**src/rtl/pipe_pkg.sv**
```systemverilog
// Shared pipeline types and constants.
// FSM states, opcode fields, register widths.
package pipe_pkg;

  localparam int REG_ADDR_W = 5;

  localparam logic [6:0] OP_LOAD    = 7'b0000011;
  localparam logic [6:0] OP_OP      = 7'b0110011;
  localparam logic [6:0] FUNCT7_MUL = 7'b0000001;

  typedef enum logic [1:0] {
    IDLE     = 2'd0,
    MUL_WAIT = 2'd1,
    MUL_DONE = 2'd2
  } il_state_t;

endpackage

```
**src/rtl/pipeline_interlock_if.sv**
```systemverilog
// ID/EX hazard inputs and stall/flush/mul controls.
// Pipeline side is master, interlock is slave.
interface pipeline_interlock_if
  import pipe_pkg::*;
#(
  parameter int AW = REG_ADDR_W
);
  logic          id_valid;
  logic [AW-1:0] id_rs1;
  logic [AW-1:0] id_rs2;
  logic          id_use_rs1;
  logic          id_use_rs2;
  logic          id_is_multiply;
  logic          ex_valid;
  logic [AW-1:0] ex_rd;
  logic          ex_reg_write;
  logic          ex_is_hazard_0;
  logic          ex_branch_taken;
  logic          stall_if;
  logic          stall_id;
  logic          bubble_ex;
  logic          flush_if_id;
  logic          mul_start;
  logic          mul_busy;
  logic          mul_result_valid;

  modport master (
    output id_valid, id_rs1, id_rs2,
    output id_use_rs1, id_use_rs2,
    output id_is_multiply,
    output ex_valid, ex_rd, ex_reg_write,
    output ex_is_hazard_0, ex_branch_taken,
    input  stall_if, stall_id, bubble_ex,
    input  flush_if_id, mul_start,
    input  mul_busy, mul_result_valid
  );

  modport slave (
    input  id_valid, id_rs1, id_rs2,
    input  id_use_rs1, id_use_rs2,
    input  id_is_multiply,
    input  ex_valid, ex_rd, ex_reg_write,
    input  ex_is_hazard_0, ex_branch_taken,
    output stall_if, stall_id, bubble_ex,
    output flush_if_id, mul_start,
    output mul_busy, mul_result_valid
  );
endinterface

```
**src/rtl/pipeline_interlock_hazard_compare.sv**
```systemverilog
// Late-result use comparator (load/ftoi in EX).
// Writes to x0 never count as a producer.
module hazard_compare
  import pipe_pkg::*;
#(
  parameter int AW = REG_ADDR_W
) (
  input  logic          i_id_valid,
  input  logic          i_ex_valid,
  input  logic          i_ex_hazard,
  input  logic          i_ex_reg_write,
  input  logic [AW-1:0] i_ex_rd,
  input  logic [AW-1:0] i_rs1,
  input  logic [AW-1:0] i_rs2,
  input  logic          i_use_rs1,
  input  logic          i_use_rs2,
  output logic          o_hazard
);
  logic w_prod;
  logic w_m1;
  logic w_m2;

  assign w_prod = i_ex_valid & i_ex_hazard
                & i_ex_reg_write & (|i_ex_rd);
  assign w_m1 = i_use_rs1 & (i_rs1 == i_ex_rd);
  assign w_m2 = i_use_rs2 & (i_rs2 == i_ex_rd);
  assign o_hazard = i_id_valid & w_prod
                  & (w_m1 | w_m2);
endmodule

```
**src/rtl/pipeline_interlock.sv**
```systemverilog
// Hazard/stall sequencer: load-use bubble,
// fixed-latency multiply hold, branch flush.
module pipeline_interlock
  import pipe_pkg::*;
#(
  parameter int MUL_LATENCY = 4,
  parameter int REG_ADDR_W  = pipe_pkg::REG_ADDR_W
) (
  input  logic clk,
  input  logic rstn,
  pipeline_interlock_if.slave bus
);
  localparam int CNT_W = $clog2(MUL_LATENCY);
  localparam logic [CNT_W-1:0] CNT_LOAD =
    CNT_W'(MUL_LATENCY - 1);

  il_state_t        r_state;
  logic [CNT_W-1:0] r_cnt;
  logic             r_start;
  logic             r_busy;
  logic             r_rvalid;

  logic w_lu;
  logic w_br;
  logic w_idle;
  logic w_wait;
  logic w_issue;
  logic w_stall;

  hazard_compare #(
    .AW (REG_ADDR_W)
  ) u_hc (
    .i_id_valid     (bus.id_valid),
    .i_ex_valid     (bus.ex_valid),
    .i_ex_hazard    (bus.ex_is_hazard_0),
    .i_ex_reg_write (bus.ex_reg_write),
    .i_ex_rd        (bus.ex_rd),
    .i_rs1          (bus.id_rs1),
    .i_rs2          (bus.id_rs2),
    .i_use_rs1      (bus.id_use_rs1),
    .i_use_rs2      (bus.id_use_rs2),
    .o_hazard       (w_lu)
  );

  assign w_br   = bus.ex_branch_taken;
  assign w_idle = (r_state == IDLE);
  assign w_wait = (r_state == MUL_WAIT);

  // A redirect discards the fetched path, so it
  // beats both the load bubble and a mul issue.
  assign w_issue = w_idle & bus.id_valid
                 & bus.id_is_multiply
                 & ~w_lu & ~w_br;

  assign w_stall = rstn
                 & ((w_idle & w_lu & ~w_br) | w_wait);

  assign bus.stall_if         = w_stall;
  assign bus.stall_id         = w_stall;
  assign bus.bubble_ex        = w_stall;
  assign bus.flush_if_id      = rstn & w_br;
  assign bus.mul_start        = r_start;
  assign bus.mul_busy         = r_busy;
  assign bus.mul_result_valid = r_rvalid;

  // Multiply sequencer with registered controls.
  always_ff @(posedge clk or negedge rstn) begin
    if (!rstn) begin
      r_state  <= IDLE;
      r_cnt    <= '0;
      r_start  <= 1'b0;
      r_busy   <= 1'b0;
      r_rvalid <= 1'b0;
    end else begin
      r_start  <= 1'b0;
      r_rvalid <= 1'b0;
      unique case (r_state)
        IDLE: begin
          if (w_issue) begin
            r_state <= MUL_WAIT;
            r_cnt   <= CNT_LOAD;
            r_start <= 1'b1;
            r_busy  <= 1'b1;
          end
        end
        MUL_WAIT: begin
          if (r_cnt == '0) begin
            r_state  <= MUL_DONE;
            r_busy   <= 1'b0;
            r_rvalid <= 1'b1;
          end else begin
            r_cnt <= r_cnt - 1'b1;
          end
        end
        MUL_DONE: begin
          r_state <= IDLE;
        end
        default: begin
          r_state <= IDLE;
          r_busy  <= 1'b0;
        end
      endcase
    end
  end
endmodule

```
**src/flat_wrapper.sv**
```systemverilog
// flat-port wrapper written by rule: the top's interface ports become plain ports
module pipeline_interlock_flat import pipe_pkg::*;
#(
  parameter int MUL_LATENCY = 4,
  parameter int REG_ADDR_W  = pipe_pkg::REG_ADDR_W
)
  (clk, rstn, bus_id_valid, bus_id_rs1, bus_id_rs2, bus_id_use_rs1, bus_id_use_rs2, bus_id_is_multiply, bus_ex_valid, bus_ex_rd, bus_ex_reg_write, bus_ex_is_hazard_0, bus_ex_branch_taken, bus_stall_if, bus_stall_id, bus_bubble_ex, bus_flush_if_id, bus_mul_start, bus_mul_busy, bus_mul_result_valid);
  pipeline_interlock_if #(.AW(5)) bus_i ();
  input  logic clk;
  input  logic rstn;
  input wire logic [$bits(bus_i.id_valid)-1:0] bus_id_valid;
  input wire logic [$bits(bus_i.id_rs1)-1:0] bus_id_rs1;
  input wire logic [$bits(bus_i.id_rs2)-1:0] bus_id_rs2;
  input wire logic [$bits(bus_i.id_use_rs1)-1:0] bus_id_use_rs1;
  input wire logic [$bits(bus_i.id_use_rs2)-1:0] bus_id_use_rs2;
  input wire logic [$bits(bus_i.id_is_multiply)-1:0] bus_id_is_multiply;
  input wire logic [$bits(bus_i.ex_valid)-1:0] bus_ex_valid;
  input wire logic [$bits(bus_i.ex_rd)-1:0] bus_ex_rd;
  input wire logic [$bits(bus_i.ex_reg_write)-1:0] bus_ex_reg_write;
  input wire logic [$bits(bus_i.ex_is_hazard_0)-1:0] bus_ex_is_hazard_0;
  input wire logic [$bits(bus_i.ex_branch_taken)-1:0] bus_ex_branch_taken;
  output wire logic [$bits(bus_i.stall_if)-1:0] bus_stall_if;
  output wire logic [$bits(bus_i.stall_id)-1:0] bus_stall_id;
  output wire logic [$bits(bus_i.bubble_ex)-1:0] bus_bubble_ex;
  output wire logic [$bits(bus_i.flush_if_id)-1:0] bus_flush_if_id;
  output wire logic [$bits(bus_i.mul_start)-1:0] bus_mul_start;
  output wire logic [$bits(bus_i.mul_busy)-1:0] bus_mul_busy;
  output wire logic [$bits(bus_i.mul_result_valid)-1:0] bus_mul_result_valid;
  assign bus_i.id_valid = bus_id_valid;
  assign bus_i.id_rs1 = bus_id_rs1;
  assign bus_i.id_rs2 = bus_id_rs2;
  assign bus_i.id_use_rs1 = bus_id_use_rs1;
  assign bus_i.id_use_rs2 = bus_id_use_rs2;
  assign bus_i.id_is_multiply = bus_id_is_multiply;
  assign bus_i.ex_valid = bus_ex_valid;
  assign bus_i.ex_rd = bus_ex_rd;
  assign bus_i.ex_reg_write = bus_ex_reg_write;
  assign bus_i.ex_is_hazard_0 = bus_ex_is_hazard_0;
  assign bus_i.ex_branch_taken = bus_ex_branch_taken;
  assign bus_stall_if = bus_i.stall_if;
  assign bus_stall_id = bus_i.stall_id;
  assign bus_bubble_ex = bus_i.bubble_ex;
  assign bus_flush_if_id = bus_i.flush_if_id;
  assign bus_mul_start = bus_i.mul_start;
  assign bus_mul_busy = bus_i.mul_busy;
  assign bus_mul_result_valid = bus_i.mul_result_valid;
  pipeline_interlock #(.MUL_LATENCY(MUL_LATENCY), .REG_ADDR_W(REG_ADDR_W)) u_core (.clk(clk), .rstn(rstn), .bus(bus_i));
endmodule
```
**config.mk**
```make
export PLATFORM = sky130hd
export DESIGN_NAME = pipeline_interlock_flat
export DESIGN_NICKNAME = d
export VERILOG_FILES = /design/src/rtl/pipe_pkg.sv /design/src/rtl/pipeline_interlock_if.sv /design/src/rtl/pipeline_interlock_hazard_compare.sv /design/src/rtl/pipeline_interlock.sv /design/src/flat_wrapper.sv
export SDC_FILE = /design/constraint.sdc
export NUM_CORES = 1
export LEC_CHECK = 0
export CAP_MARGIN = 20
export CORE_UTILIZATION = 31
export CTS_CLUSTER_SIZE = 10
export DETAILED_ROUTE_END_ITERATION = 10
export GPL_TIMING_DRIVEN = 0
export PLACE_DENSITY = 0.77
export RECOVER_POWER = 50
export SLEW_MARGIN = 20
export SYNTH_ARGS = -nofsm -noshare
export SYNTH_HDL_FRONTEND = slang
export SYNTH_HIERARCHICAL = 1
export SYNTH_SLANG_ARGS = --single-unit
```
**constraint.sdc**
```tcl
create_clock -name clk -period 1.4 [get_ports clk]
set_input_delay 0.14 -clock clk [delete_from_list [all_inputs] [get_ports clk]]
set_output_delay 0.14 -clock clk [all_outputs]
set_load 0.02 [all_outputs]
```
==> run_results.csv, run 1 <==
group,metric,value,unit
critical_path,cp_max_fo,3,
drt,vias_per_cell,4.82,
sta,setup_viol,3,
floorplan,initial_core_util,0.352,
drt,drt-total-wl,1260,um
sta,tightest_slew,320,ps
cts,htree_levels,1,
sta,maxSlewHeadroom,0.786,
critical_path,cpMaxStageDelayCell,"nor4_1",
hold_path,hp-class,"reg -> reg",
critical_path,cp_common_cell,"buf_6",
critical_path,end_kind,"primary output",
global_routing,gr-total-overflow,0,
cts,clk_pin_slew,50,ps
floorplan,core_area,1380,um2
sta,slew_viol_final,0,
drt,wl_met1,531,um
drt,vias,487,
cts,root_buffer,"clkbuf_4",
final_layout,layout_commonest_cell,"clkdlybuf4s50_1",
critical_path,cp-start-kind,"primary input",
critical_path,crit_type,"in -> out",
global_routing,grt_max_degree,8,
drt,dr.pass1.iters,2,
synth,syn_nets,76,
critical_path,crit_buf_inv,3,
place,dp_hpwl,971,um
drt,ant_nets,0,
place,gp_congestion,0.758,
critical_path,cp_data_arrival_time,1650,ps
global_routing,grt_pass1_wl,2130,um
final_layout,antenna-diode-count,0,
global_routing,antenna_found_initial,0,
sta,rsz0062_at_grt,"true",
sta,fin_crit,1790,ps
critical_path,path_delay_family,"simple AND/OR/NAND/NOR gates",
sta,timing.final.crit_share,1.28,
cts,clk_latency,250,ps
place,placed_cell_area,821,um2
global_routing,gr-usage-all-layers,0.164,
sta,fmax,0.558,GHz
drt,top_layer_used,"met3",
critical_path,crit_path_cell_trace,"buf_6 > xor2_1 > nor4_1 > nand3_1 > a221oi_2 > a21oi_2 > nor3b_2 > buf_4 > buf_6",
floorplan,dieArea,1730,um2
floorplan,rows,13,
cts,cts_tree,"yes",
final_layout,drive_above_1_share,0.337,
synth,synthCells,50,
cts,cts.sinks,7,
floorplan,die_x,41.6,um
drt,wl_met3,136,um
final_layout,nets,113,
critical_path,cp.required,1260,ps
cts,cts_inserted_buffers,3,
run,max_cap_viol_count,0,
critical_path,critPathMaxStageDelay,300,ps
synth,syn_area,487,um2
final_layout,syn2layout_area_growth,70.4,%
place,io_buffers,31,
drt,drtIter0Drc,1,
drt,wl_per_cell,12.5,um
sta,finClkSkew,1.56,ps
sta,layout_setup_ws,-393,ps
global_routing,grt_pass1_vias,502,
place,place_ws,-1340,ps
pwr,leakagePower,0.409,nW
pwr,p_per_area,1220,nW/um2
floorplan,pin_count,32,
final_layout,utilization,0.600,
pwr,vdd_drop_max,0.751,mV
synth,synth-seq-area-share,0.360,
drt,drc,0,
status,status,"complete, but fails checks",
synth,ys_warn_count,6,
synth,ys_types,22,
sta,hold_violations,0,
synth,synth-seq-cells,7,
final_layout,mostFrequentLayoutCells,"clkdlybuf4s50_1 (10), xor2_1 (8), buf_6 (7), buf_2 (7), dfrtp_1 (7)",
synth,synth.avg_cell_area,9.73,um2
drt,dr_wl_met2,596,um
cts,post_cts_buffers,0,
floorplan,die_h,41.6,um
cts,cts_buffer_depth,2,
final_layout,design_area,830,um2
status,failed_checks,"setup timing",
## layout make-up
type | instances | area (um2)
Buffer | 2 | 15.0
Inverter | 5 | 18.8
Multi-Input combinational cell | 36 | 287
Clock buffer | 4 | 26.3
Fill cell | 139 | 553
Timing Repair Buffer | 32 | 289
Sequential cell | 7 | 175
Tap cell | 15 | 18.8
## routing by layer
| layer | vias to the layer above | global-route usage |
|---|---|---|
| li1 | 242 | - |
| met1 | 217 | 0.171 |
| met5 | - | 0 |
| met4 | 0 | 0.0774 |
| met3 | 0 | 0.0696 |
| met2 | 28 | 0.281 |
## worst reg2reg max path, stage by stage, from the launching register on
cell     delay (ps)
dfrtp_1         350
inv_1            50
ha_1            230
nor3b_2         310
and2_1          180
a21oi_1          40
## repair_timing
item	4_1_cts	5_1_grt
setup endpoints to repair	9	5
gates cloned	0	0
hold buffers	1	0
resized for setup	75	2
pin swaps	17	1
endpoints found under the hold margin	7	0
## where the power goes
part | internal, mW | switching (mW) | total [mW]
Combinational | 0.265 | 0.236 | 0.500
Sequential | 0.272 | 0.0561 | 0.328
Clock | 0.109 | 0.0730 | 0.182
## registers in the layout, summed over array words and instances (netlist names)
name / flops
u_core/bus.mul_start: 1
u_core/r_state: 2
u_core/bus.mul_result_valid: 1
u_core/r_cnt: 2
u_core/bus.mul_busy: 1
## Yosys cell counts, drive strengths merged
library cell / number / share of area
a22oi: 1 / 0.026
dfrtp: 7 / 0.36
a221oi: 1 / 0.031
and2: 2 / 0.026
buf: 2 / 0.031
nor2: 3 / 0.023
nand3b: 1 / 0.023
nor4: 2 / 0.026
nand3: 2 / 0.021
a21oi: 2 / 0.021
xor2: 8 / 0.14
nor3b: 2 / 0.041
nor3: 1 / 0.010
and3b: 2 / 0.041
nand4: 1 / 0.013
ha: 1 / 0.026
o21ai: 1 / 0.010
nand2: 3 / 0.023
nor4b: 1 / 0.031
inv: 5 / 0.039
xnor2: 2 / 0.036
## cells by family (layout without fill, tap and decap cells)
kind of cell | Yosys count | count (layout) | share of synthesized area
simple gates | 20 | 20 | 0.278
xor+xnor | 10 | 10 | 0.180
flops | 7 | 7 | 0.360
buf+inv | 7 | 43 | 0.0694
compound gates | 5 | 5 | 0.0874
fa+ha+maj | 1 | 1 | 0.0257
## metrics by stage
step / power [mW] / hold WS (ps) / std cells / setup TNS, ps
after floorplan: 0.622 / -156 / 50 / -840
after global placement: 0.822 / 435 / 96 / -6800
after detailed placement: 0.844 / 439 / 96 / -7030
after CTS: 1.03 / 481 / 101 / -1200
after global routing: 1.10 / 529 / 101 / -1500
final: 1.01 / 484 / 101 / -1130
## worst paths after layout
| path | start | endpoint | slack [ps] | cells past startpoint |
|---|---|---|---|---|
| worst max-delay path | bus_id_rs1[1] | bus_stall_id | -390 | 9 |
| worst min-delay path | u_core/bus.mul_busy | u_core/bus.mul_busy | 480 | 2 |
| worst max register to register | u_core/r_cnt[0] | u_core/r_cnt[0] | 110 | 5 |
| worst min register to register | u_core/bus.mul_busy | u_core/bus.mul_busy | 480 | 2 |
| max in group asynchronous | rstn | u_core/r_state[0] | 670 | 2 |
| min in group asynchronous | rstn | u_core/bus.mul_start | 500 | 2 |
(Power assumes the default switching activity.)
==> inputs of run 2 (changes only) <==
==> constraint.sdc (replaced) <==
create_clock -name clk -period 1.6 [get_ports clk]
set_input_delay 0.16 -clock clk [delete_from_list [all_inputs] [get_ports clk]]
set_output_delay 0.16 -clock clk [all_outputs]
set_load 0.02 [all_outputs]
==> run_results.csv, run 2 (same netlist as run 1, synthesis figures left out) <==
group,metric,value,unit
drt,ant_nets,0,
status,failed_checks,"setup timing",
place,gp_congestion,0.758,
final_layout,syn2layout_area_growth,70.7,%
pwr,leakagePower,0.412,nW
floorplan,rows,13,
critical_path,r2r_cells,5,
cts,clk_latency,250,ps
drt,drtIter0Drc,1,
sta,slew_viol_final,0,
final_layout,antenna-diode-count,0,
critical_path,reg2reg_from,"u_core/r_cnt[0]",
global_routing,antenna_found_initial,0,
drt,wl_met1,531,um
final_layout,drive_above_1_share,0.337,
run,max_cap_viol_count,0,
sta,hold_violations,0,
critical_path,cp-endpoint,"bus_stall_id",
sta,tns,-653,ps
sta,maxSlewHeadroom,0.786,
floorplan,initial_core_util,0.352,
cts,cts.sinks,7,
cts,root_buffer,"clkbuf_4",
cts,clk_pin_slew,50,ps
sta,timing.final.crit_share,1.15,
sta,layout_setup_ws,-233,ps
floorplan,core_area,1380,um2
cts,htree_levels,1,
pwr,vdd_drop_max,0.658,mV
global_routing,grt_pass1_wl,2130,um
drt,top_layer_used,"met3",
critical_path,crit_type,"in -> out",
critical_path,cp_data_arrival_time,1670,ps
critical_path,critPathLaunch,"bus_ex_rd[4]",
cts,cts_tree,"yes",
global_routing,gr-total-overflow,0,
sta,fmax,0.545,GHz
global_routing,grt_max_degree,8,
drt,dr_wl_met2,595,um
sta,setup_viol,3,
drt,drt-total-wl,1270,um
floorplan,die_h,41.6,um
drt,drc,0,
place,io_buffers,31,
critical_path,cp-start-kind,"primary input",
hold_path,hp-class,"reg -> reg",
floorplan,die_x,41.6,um
sta,fin_crit,1830,ps
drt,vias_per_cell,4.84,
final_layout,mostFrequentLayoutCells,"clkdlybuf4s50_1 (11), xor2_1 (8), buf_6 (7), buf_2 (7), dfrtp_1 (7)",
status,status,"complete, but fails checks",
final_layout,utilization,0.601,
critical_path,cp.required,1440,ps
sta,finClkSkew,1.55,ps
global_routing,grt_pass1_vias,502,
critical_path,reg2reg_to,"u_core/r_cnt[0]",
final_layout,layout_commonest_cell,"clkdlybuf4s50_1",
cts,post_cts_buffers,0,
place,dp_hpwl,971,um
cts,cts_inserted_buffers,3,
critical_path,end_kind,"primary output",
sta,tightest_slew,320,ps
cts,cts_buffer_depth,2,
critical_path,r2r_slack,310,ps
global_routing,gr-usage-all-layers,0.164,
pwr,p_per_area,1070,nW/um2
critical_path,cp_max_fo,3,
drt,wl_met3,143,um
floorplan,pin_count,32,
drt,vias,489,
final_layout,reg.largest.list,"u_core/r_cnt: 2 flops, u_core/r_state: 2 flops",
drt,wl_per_cell,12.6,um
floorplan,dieArea,1730,um2
drt,dr.pass1.iters,2,
sta,rsz0062_at_grt,"true",
final_layout,nets,113,
## run 2: power breakdown
group	leakage, nW	total (mW)	switching [mW]	internal [mW]
Combinational	0.311	0.442	0.207	0.235
Clock	0.0150	0.159	0.0638	0.0951
Sequential	0.0864	0.288	0.0495	0.238
## run 2: worst min-delay path by stage
stage,startpoint,to,cells past startpoint
after floorplan,rstn,u_core/bus.mul_busy,0
final,u_core/bus.mul_busy,u_core/bus.mul_busy,2
after global placement,rstn,u_core/r_cnt[0],1
after CTS,u_core/bus.mul_busy,u_core/bus.mul_busy,2
after detailed placement,rstn,u_core/r_cnt[0],1
after global routing,u_core/bus.mul_busy,u_core/bus.mul_busy,2
## run 2: area by class of cell
class                      instances  area, um2
clock buffer                       4       26.3
timing repair buffer              32        290
fill                             136        552
buffer                             2       15.0
multi-input combinational         36        287
tap                               15       18.8
inverter                           5       18.8
sequential                         7        175
## run 2: what timing repair did
action | 4_1_cts | 5_1_grt
pin swaps | 17 | 1
resized for setup | 74 | 2
hold endpoints to repair | 7 | 0
hold buffers | 1 | 0
setup endpoints to repair | 9 | 4
## run 2: stage by stage
stage	setup WS, ps	total power [mW]	cells	area [um2]	hold slack (ps)
CTS	-257	0.905	101	825	492
global placement	-1140	0.719	96	821	455
detailed placement	-1180	0.738	96	821	459
floorplan	-195	0.544	50	492	-136
global route	-354	0.968	101	831	527
finish	-233	0.888	101	831	488
## run 2: routing by layer
layer / GRT usage / up-vias
met3: 0.0696 / 0
met5: 0 / -
met1: 0.171 / 219
met2: 0.281 / 28
li1: - / 242
met4: 0.0774 / 0
## run 2: critical path, stage by stage
cell	delay, ps
buf_4	120
xor2_1	150
nor4_1	270
nand3_1	130
a221oi_2	280
a21oi_2	90
nor3b_2	220
buf_4	150
buf_6	100
==> inputs of run 3 (changes only) <==
--- a/config.mk
+++ b/config.mk
@@ -6,11 +6,12 @@
 export NUM_CORES = 1
 export LEC_CHECK = 0
 export CAP_MARGIN = 20
-export CORE_UTILIZATION = 31
+export CORE_UTILIZATION = 32
+export CTS_BUF_LIST = sky130_fd_sc_hd__clkbuf_2 sky130_fd_sc_hd__clkbuf_4 sky130_fd_sc_hd__clkbuf_8
 export CTS_CLUSTER_SIZE = 10
 export DETAILED_ROUTE_END_ITERATION = 10
 export GPL_TIMING_DRIVEN = 0
-export PLACE_DENSITY = 0.77
+export PLACE_DENSITY = 0.79
 export RECOVER_POWER = 50
 export SLEW_MARGIN = 20
 export SYNTH_ARGS = -nofsm -noshare
==> run_results.csv, run 3 (same netlist as run 1, synthesis figures left out) <==
group,metric,value,unit
critical_path,crit_type,"in -> out",
drt,drtIter0Drc,2,
place,place_ws,-1140,ps
final_layout,layout_commonest_cell,"clkdlybuf4s50_1",
hold_path,hp-class,"reg -> reg",
critical_path,cp.required,1440,ps
drt,ant_nets,0,
global_routing,gr-total-overflow,0,
final_layout,antenna-diode-count,0,
global_routing,grt_pass1_vias,455,
floorplan,initial_core_util,0.361,
floorplan,rows,13,
cts,cts_tree,"yes",
sta,maxSlewHeadroom,0.782,
global_routing,grt_pass1_wl,1800,um
status,failed_checks,"setup timing",
sta,hold_violations,0,
critical_path,end_kind,"primary output",
place,io_buffers,31,
cts,cts.sinks,7,
global_routing,grt_max_degree,8,
floorplan,dieArea,1680,um2
drt,drc,0,
sta,tightest_slew,326,ps
cts,clk_latency,250,ps
critical_path,cp_data_arrival_time,1640,ps
sta,fin_crit,1800,ps
sta,slew_viol_final,0,
cts,post_cts_buffers,0,
cts,root_buffer,"clkbuf_4",
drt,drt-total-wl,1240,um
place,gp_congestion,0.632,
pwr,swShare,0.352,
pwr,internal_power,0.583,mW
drt,dr.pass1.iters,2,
final_layout,fill_cells,134,
sta,hold_ws,489,ps
drt,wl_per_cell,12.3,um
floorplan,die_x,41,um
drt,vias_per_cell,4.81,
run,max_cap_viol_count,0,
floorplan,core_area,1350,um2
final_layout,nets,113,
sta,timing.final.crit_share,1.13,
sta,rsz0062_at_grt,"true",
critical_path,cp_max_fo,3,
final_layout,multiInputGateArea,283,um2
global_routing,gr-usage-all-layers,0.168,
place,dp_hpwl,1010,um
final_layout,reg.largest.list,"u_core/r_cnt: 2 flops, u_core/r_state: 2 flops",
sta,fmax,0.554,GHz
pwr,combPwrFrac,0.484,
final_layout,syn2layout_area_growth,71.5,%
sta,finClkSkew,1.02,ps
floorplan,pin_count,32,
sta,setup_viol,3,
drt,vias,486,
pwr,p_switching,0.317,mW
cts,cts_buffer_depth,2,
critical_path,cp-start-kind,"primary input",
floorplan,die_h,41,um
final_layout,ff_latch_area,175,um2
final_layout,drive_above_1_share,0.337,
final_layout,mostFrequentLayoutCells,"clkdlybuf4s50_1 (11), buf_6 (8), xor2_1 (8)",
global_routing,antenna_found_initial,0,
pwr,clockPowerShare,0.199,
sta,layout_setup_ws,-204,ps
status,status,"complete, but fails checks",
cts,htree_levels,1,
cts,cts_inserted_buffers,3,
pwr,leakagePower,0.416,nW
pwr,seqPwrFrac,0.318,
pwr,vdd_drop_max,0.652,mV
pwr,p_per_area,1080,nW/um2
cts,clk_pin_slew,50,ps
run 3: cell counts in the layout (fill, tap and decap cells not counted):
No cell type changed its count.
run 3: final cells by class:
cell class	count	area share
timing repair buffer	32	0.352
multi-input combinational	36	0.339
sequential	7	0.210
clock buffer	4	0.0360
inverter	5	0.0225
tap	15	0.0225
buffer	2	0.0180
run 3: worst max-delay path, stage by stage:
cell,delay [ps]
buf_2,120
xor2_1,160
nor4_1,210
nand3_1,140
a221oi_2,280
a21oi_1,110
nor3b_2,220
buf_4,150
buf_6,100
run 3: metrics by stage:
| stage | instances | TNS [ps] | util | total power, mW | cell area, um2 |
|---|---|---|---|---|---|
| after floorplan | 50 | -391 | - | 0.544 | 492 |
| after global routing | 101 | -977 | 0.618 | 0.976 | 835 |
| after CTS | 101 | -659 | 0.616 | 0.912 | 832 |
| after global placement | 96 | -5260 | 0.608 | 0.720 | 821 |
| after detailed placement | 96 | -5190 | 0.608 | 0.735 | 821 |
| final | 101 | -564 | 0.618 | 0.900 | 835 |
run 3: path summary, 6_finish.rpt:
check	startpoint	slack (ps)	depth (start not counted)	end
max	bus_ex_rd[4]	-200	9	bus_stall_id
min	u_core/bus.mul_busy	490	2	u_core/bus.mul_busy
max reg2reg	u_core/r_cnt[0]	310	5	u_core/r_cnt[0]
min reg2reg	u_core/bus.mul_busy	490	2	u_core/bus.mul_busy
max in group asynchronous	rstn	850	2	u_core/r_state[0]
min in group asynchronous	rstn	510	2	u_core/r_state[1]
run 3: what timing repair did:
action	CTS	global route
pin swaps	14	1
resized for setup	75	1
hold endpoints to repair	7	0
hold buffers	1	0
setup endpoints to repair	9	4
run 3: layer usage:
layer	routed length, um	track usage	up-vias
li1	-	-	241
met1	414	0.166	215
met2	597	0.289	28
met3	220	0.0707	2
met4	8	0.100	0
met5	0	0	-
run 3: power by group through the flow:
stage	combinational (mW)	clock (mW)	sequential, mW
global route	0.479	0.201	0.296
finish	0.435	0.179	0.286
detailed placement	0.446	0	0.289
global placement	0.434	0	0.285
CTS	0.441	0.184	0.287
floorplan	0.242	0	0.302
